--- config.mk ---
export PLATFORM = sky130hd
export DESIGN_NAME = branch_history_table
export DESIGN_NICKNAME = d
export VERILOG_FILES = /design/src/rtl/branch_history_table.sv
export SDC_FILE = /design/constraint.sdc
export NUM_CORES = 1
export LEC_CHECK = 0
export BUFFER_PORTS_ARGS = -buffer_cell sky130_fd_sc_hd__buf_2
export CORE_ASPECT_RATIO = 0.75
export CORE_UTILIZATION = 50
export DETAILED_ROUTE_END_ITERATION = 10
export PLACE_DENSITY = 0.71
export SYNTH_ARGS = -nofsm -noshare
export SYNTH_HDL_FRONTEND = slang
export SYNTH_SLANG_ARGS = --single-unit
--- constraint.sdc ---
create_clock -name clk -period 2.6 [get_ports clk]
set_clock_uncertainty 0.1 [all_clocks]
set_input_delay 0.52 -clock clk [delete_from_list [all_inputs] [get_ports clk]]
set_output_delay 0.52 -clock clk [all_outputs]
set_load 0.01 [all_outputs]
--- src/rtl/branch_history_table.sv ---
// rtl/branch_history_table.sv - gshare-style 2-bit branch direction predictor with speculative global history
module branch_history_table #(
    parameter int IDX_W = 6,
    parameter int PC_W  = 32
) (
    input  logic             clk,
    input  logic             reset_n,
    input  logic             lookup_valid,
    input  logic [PC_W-1:0]  lookup_pc,
    input  logic             lookup_is_br,
    input  logic             stall,
    output logic             pred_valid,
    output logic             pred_taken,
    output logic [IDX_W-1:0] pred_ghr,
    input  logic             upd_valid,
    input  logic [PC_W-1:0]  upd_pc,
    input  logic [IDX_W-1:0] upd_ghr,
    input  logic             upd_taken,
    input  logic             upd_mispred
);
    localparam int DEPTH = 1 << IDX_W;

    logic [1:0]       cnt [DEPTH];
    logic [IDX_W-1:0] ghr;
    logic [IDX_W-1:0] lk_idx;
    logic [IDX_W-1:0] up_idx;
    logic [1:0]       up_cnt;
    logic [1:0]       up_next;
    logic             pred_bit;
    logic             mispred;
    logic             unused_pc_bits;

    assign lk_idx   = lookup_pc[IDX_W+1:2] ^ ghr;
    assign up_idx   = upd_pc[IDX_W+1:2] ^ upd_ghr;
    assign pred_bit = lookup_is_br & cnt[lk_idx][1];
    assign mispred  = upd_valid & upd_mispred;
    assign up_cnt   = cnt[up_idx];

    assign unused_pc_bits = ^{lookup_pc[PC_W-1:IDX_W+2], lookup_pc[1:0],
                              upd_pc[PC_W-1:IDX_W+2], upd_pc[1:0]};

    always_comb begin
        up_next = up_cnt;
        if (upd_taken && up_cnt != 2'b11)
            up_next = up_cnt + 2'd1;
        else if (!upd_taken && up_cnt != 2'b00)
            up_next = up_cnt - 2'd1;
    end

    // Lookup reads the pre-edge table, so a same-cycle update is seen only from the next lookup.
    always_ff @(posedge clk or negedge reset_n) begin
        if (!reset_n) begin
            for (int i = 0; i < DEPTH; i++)
                cnt[i] <= 2'b01;
            ghr        <= '0;
            pred_valid <= 1'b0;
            pred_taken <= 1'b0;
            pred_ghr   <= '0;
        end else begin
            if (upd_valid)
                cnt[up_idx] <= up_next;

            // A resolved mispredict repairs history and squashes whatever fetch presented.
            if (mispred) begin
                ghr        <= {upd_ghr[IDX_W-2:0], upd_taken};
                pred_valid <= 1'b0;
            end else if (!stall) begin
                pred_valid <= lookup_valid;
                if (lookup_valid) begin
                    pred_taken <= pred_bit;
                    pred_ghr   <= ghr;
                    if (lookup_is_br)
                        ghr <= {ghr[IDX_W-2:0], pred_bit};
                end
            end
        end
    end
endmodule

# After elaboration in Yosys (flattened, before gate mapping)

Cells that the tools add are included.

Add/sub/neg operators: 2
Multipliers: 0
Divide/modulo/power cells: 0
Magnitude comparators: 3
Equality and inequality tests: 2
Shift operators: 0
Mux-type cells: 17
Bitwise operators: 8
Reduce and logical (&&, ||, !) cells: 9

Operators by type and width:

| cell                                                                    | number |
|---|---|
| 128-bit bitwise mux                                                     | 1 |
| 2-bit binary-select mux with 6-bit select                               | 2 |
| 6-bit 2-to-1 mux                                                        | 4 |
| 7-bit >= comparator, second input constant                              | 2 |
| 2-bit 2-to-1 mux                                                        | 7 |
| 6-bit inverter with 7-bit output                                        | 2 |
| 2-bit demux with 6-bit select                                           | 1 |
| 6-bit XOR                                                               | 2 |
| 7-bit by 1-bit < comparator with 1-bit output, second input constant    | 1 |
| 3-bit AND reduction                                                     | 2 |
| 2-bit nonzero test                                                      | 3 |
| 1-bit logical AND                                                       | 3 |
| 2-bit by 1-bit adder with 2-bit output, second input constant           | 1 |
| 1-bit AND                                                               | 2 |
| 1-bit 2-to-1 mux                                                        | 2 |
| 2-bit by 1-bit inequality test with 1-bit output, second input constant | 1 |
| 2-bit inequality test, second input constant                            | 1 |
| 1-bit inverter                                                          | 2 |
| 2-bit by 1-bit subtractor with 2-bit output, second input constant      | 1 |
| 1-bit zero test                                                         | 1 |

Bits in registers: 142
Bits in latches: 0
Bits in writable memories: 0
Bits in read-only memories: 0
Input bits: 78
Output and inout port bits: 8
Word-level logic and storage cells: 109
Memories kept: 0

# Logic depth before layout (Yosys ltp)

Depth in word-level cells: 10
Depth in mapped cells: 16
Depth with buffers taken out: 13

# Worst setup path after synthesis

OpenSTA, ideal clock, no wires.

Path type: input-to-reg
Start: input upd_pc[2]
End: register cnt[100] (netlist name)
Library setup time: 0.093 ns
Arrival: 3.466 ns
Required time: 2.407 ns
Setup slack: -1.059 ns
Stages: 13
Path buffers: 3
Cell sequence: xnor2_1 -> buf_2 -> buf_2 -> mux2i_1 -> o31ai_1 -> a211oi_1 -> o22ai_1 -> nor4_4 -> ha_1 -> mux2i_1 -> xnor2_1 -> clkbuf_1 -> a21oi_1

Longest elaborated chain between the ends: 10
Elaborated cells on any way between the ends: 19
Classes of those cells: add/sub: 2; order compare: 2; eq/ne: 1; mux: 8; bitwise: 2; reduce/logical: 4

RTL lines:

| element                                                                                             | line   | text |
|---|---|---|
| from (decl)                                                                                         | 16     | `input logic [PC_W-1:0] upd_pc,` |
| 6-bit XOR (*)                                                                                       | 34     | `assign up_idx = upd_pc[IDX_W+1:2] ^ upd_ghr;` |
| 6-bit inverter with 7-bit output (implied by the code) (*)                                          | 37, 61 |  |
| parallel branches: the longest is 7 deep, another holds 2-bit by 1-bit subtractor with 2-bit output | --     |  |
| 128-bit bitwise mux (*)                                                                             | 61     | `cnt[up_idx] <= up_next;` |
| to (signal, indexed assignment)                                                                     | 61     |  |
| to (decl)                                                                                           | 23     | `logic [1:0] cnt [DEPTH];` |

Mark *: on every way between the ends. The select of a mux whose other input is x is not followed.
A chain may end at the register's enable or synchronous reset.

# Worst setup path after layout

Start: input upd_ghr[2]
End: register cnt[54] (netlist name)

Longest elaborated chain between the ends: 10
Elaborated cells on any way between the ends: 19
Classes of those cells: add/sub: 2; order compare: 2; eq/ne: 1; mux: 8; bitwise: 2; reduce/logical: 4

RTL lines:

| element                                                                                             | line   | text |
|---|---|---|
| from (decl)                                                                                         | 17     | `input logic [IDX_W-1:0] upd_ghr,` |
| 6-bit XOR (*)                                                                                       | 34     |  |
| 6-bit inverter with 7-bit output (implied by the code) (*)                                          | 37, 61 |  |
| parallel branches: the longest is 7 deep, another holds 2-bit by 1-bit subtractor with 2-bit output | --     |  |
| 128-bit bitwise mux (*)                                                                             | 61     |  |

Marks and branches as above.

==> metrics.txt <==
drt first pass iters 6; die area 15,200 µm²; Seq/Total Area, Yosys 0.494; Die W 142 µm; root buf cell clkbuf_16; final WL 30.6 mm; Setup crit start kind input port; Max Freq 308 MHz; vias in the first global route 7,602; syn avg cell area 9.29 µm²; maximum vdd drop 0.000672 V; synth-to-layout area growth 51.0%; final period utilization 1.25; Placement Rows 37; failing checks setup timing; final setup vio count 128; gr ovfl total 0; status complete, but fails checks; initial core utilization 0.524; Global Route Usage Sum 0.407; worst path buffer plus inverter count 6; Via density 6.40; critical path, cell by cell clkbuf_4 -> xor2_4 -> buf_12 -> buf_4 -> nand2_1 -> nand3_1 -> o211ai_1 -> a22oi_1 -> o22ai_2 -> nor4_4 -> inv_2 -> ha_4 -> mux2i_4 -> xnor2_4 -> buf_6 -> buf_12 -> a21oi_2; required time of the critical path 2.85 ns; Core Box Area 14,000 µm²; antenna fix cells 0; Hold Vio Cnt, Final 0; pins over their slew limit 0; Total Power 11.8 mW; Yosys top cell area share 0.266; top post-synthesis cells by area dfrtp_1 27%, dfstp_2 23%, nor2_1 7.6%; Critical Path Fanout Max 7; post-synth cell types 48; number of enable flip-flop cells after synthesis 0; Syn Nets 871; share of layout cells above drive strength 1 0.512; fraction of registers with async set or reset after synthesis 1.00; CP max-delay cell nor4_4; clk buf depth 2; Tmin final 3.24 ns; top-count cell post-synth nor2_1; TritonCTS clock tree done; CP endpoint kind register; Routed Antenna Nets 0; Worst Path Arrival 3.50 ns; I/O Pins 86; total CTS buffers 17; H-tree levels 4; pre-CTS setup slack -1.25 ns; global placer's final weighted congestion 0.955; mean routed wirelength per cell 25.1 µm; worst min path class in -> reg; drt first-iter violations 993; Hold WS 0.247 ns; unrepaired setup endpoints after global routing true; clock sink count 142; Top FF cell, synth dfrtp_1; Remaining DRCs 0; Synth Instances 791; DIE HEIGHT 107 µm; post-layout utilization of the core 0.791; leading cell types by count after synthesis 149 x nor2_1, 122 x nand2_1, 100 x a21oi_1, 78 x dfrtp_1, 64 x dfstp_2; Mapped Area 7350 µm²; Final Net Count 1,091; worst setup margin -0.643 ns; CP dominant cell by count buf_12; Reg clk slew, reported paths 0.06 ns; Worst-Margin Slew 0.600 ns; Worst path top cell family by delay buffers and inverters; initial antenna violation count 0; Vias 7,805; Port Buf Inserts 33; FF+latch count, synth 142; leakage 4.67 nW; first-pass GRT wire length 44.6 mm; largest net degree at the start of global routing 64; Crit path largest cell delay 0.42 ns; max-cap check violation count 0; slew margin rel. 0.599; clk_lat worst skew 0.44 ns; crit path kind in -> reg; pwr dens 1060 nW/µm²; largest area contributor in the netlist dfrtp_1; synth warn 0; HPWL Detailed 19.2 mm
worst min-delay path: cells and delay by family:
family	cells	cell delay [ns]
compound gates	1	0.06
buf+inv	1	0.10
simple gates	1	0.06
metrics by stage:
stage | setup TNS, ns | instances | instance area [µm²]
floorplan | -81.66 | 791 | 7760
global placement | -143.89 | 1147 | 9260
finish | -77.17 | 1219 | 11100
detailed placement | -150.60 | 1147 | 9260
CTS | -64.56 | 1211 | 10600
global route | -82.46 | 1219 | 11100
kinds of logic after synthesis:
family	Yosys count	synth area share
AOI/OAI and AO/OA	218	0.170
xor gates and xnor gates	19	0.0237
adders and majority gates	2	0.00340
buffers and inverters	39	0.0255
DFF	142	0.494
muxes	52	0.105
and+or+nand+nor	319	0.178
timing repair:
item | 4_1_cts | 5_1_grt
resized for setup | 66 | 142
hold buffers | 1 | 0
endpoints found under the setup margin | 130 | 130
endpoints found under the hold margin | 25 | 0
pin swaps | 19 | 59
gates cloned | 7 | 4
setup buffers | 25 | 12
state kept, by name, indices dropped and copies added (netlist names):
signal      flops
pred_taken      1
cnt           128
ghr             6
pred_ghr        6
pred_valid      1
routing by layer:
metal | up-vias | share of wire | routed length [µm] | global-route usage
met2 | 605 | 0.43 | 13200 | 0.591
met3 | 170 | 0.13 | 4020 | 0.113
met4 | 0 | 0.061 | 1860 | 0.213
met1 | 3775 | 0.38 | 11600 | 0.556
li1 | 3255 | - | - | -
met5 | - | 0 | 0 | 0
placed cells by master (no fill, tap or decap), types with 19 or more instances in the layout:
master	count
clkbuf_16	21
a21oi_2	64
buf_4	154
o21ai_2	24
dfrtp_1	76
nor2_1	147
mux4_2	19
a21oi_1	26
dfstp_2	64
buf_6	29
buf_2	26
o21ai_1	22
nand2_1	117
nand3_1	19
layout make-up:
class	instances	area, µm²
flip-flops and latches	142	3640
inverters	4	15.0
well taps	195	244
repair buffers	236	2160
clock inverters	13	190
multi-input cells	610	4420
clock buffers	19	433
fillers	839	2930
path summary, 6_finish.rpt:
check	depth (start not counted)	endpoint	from	slack (ns)
max in group asynchronous	3	cnt[30]	reset_n	1.04
setup reg to reg	13	cnt[54]	cnt[94]	-0.39
hold / removal	3	ghr[1]	upd_ghr[0]	0.25
setup / recovery	17	cnt[54]	upd_ghr[2]	-0.64
hold reg to reg	2	cnt[40]	cnt[40]	0.37
min in group asynchronous	2	cnt[127]	reset_n	0.50
where the power goes:
| part | switching [mW] | internal [mW] |
|---|---|---|
| registers | 0.677 | 3.29 |
| clock network | 0.986 | 1.61 |
| logic | 2.77 | 2.49 |
(Power assumes the default switching activity.)
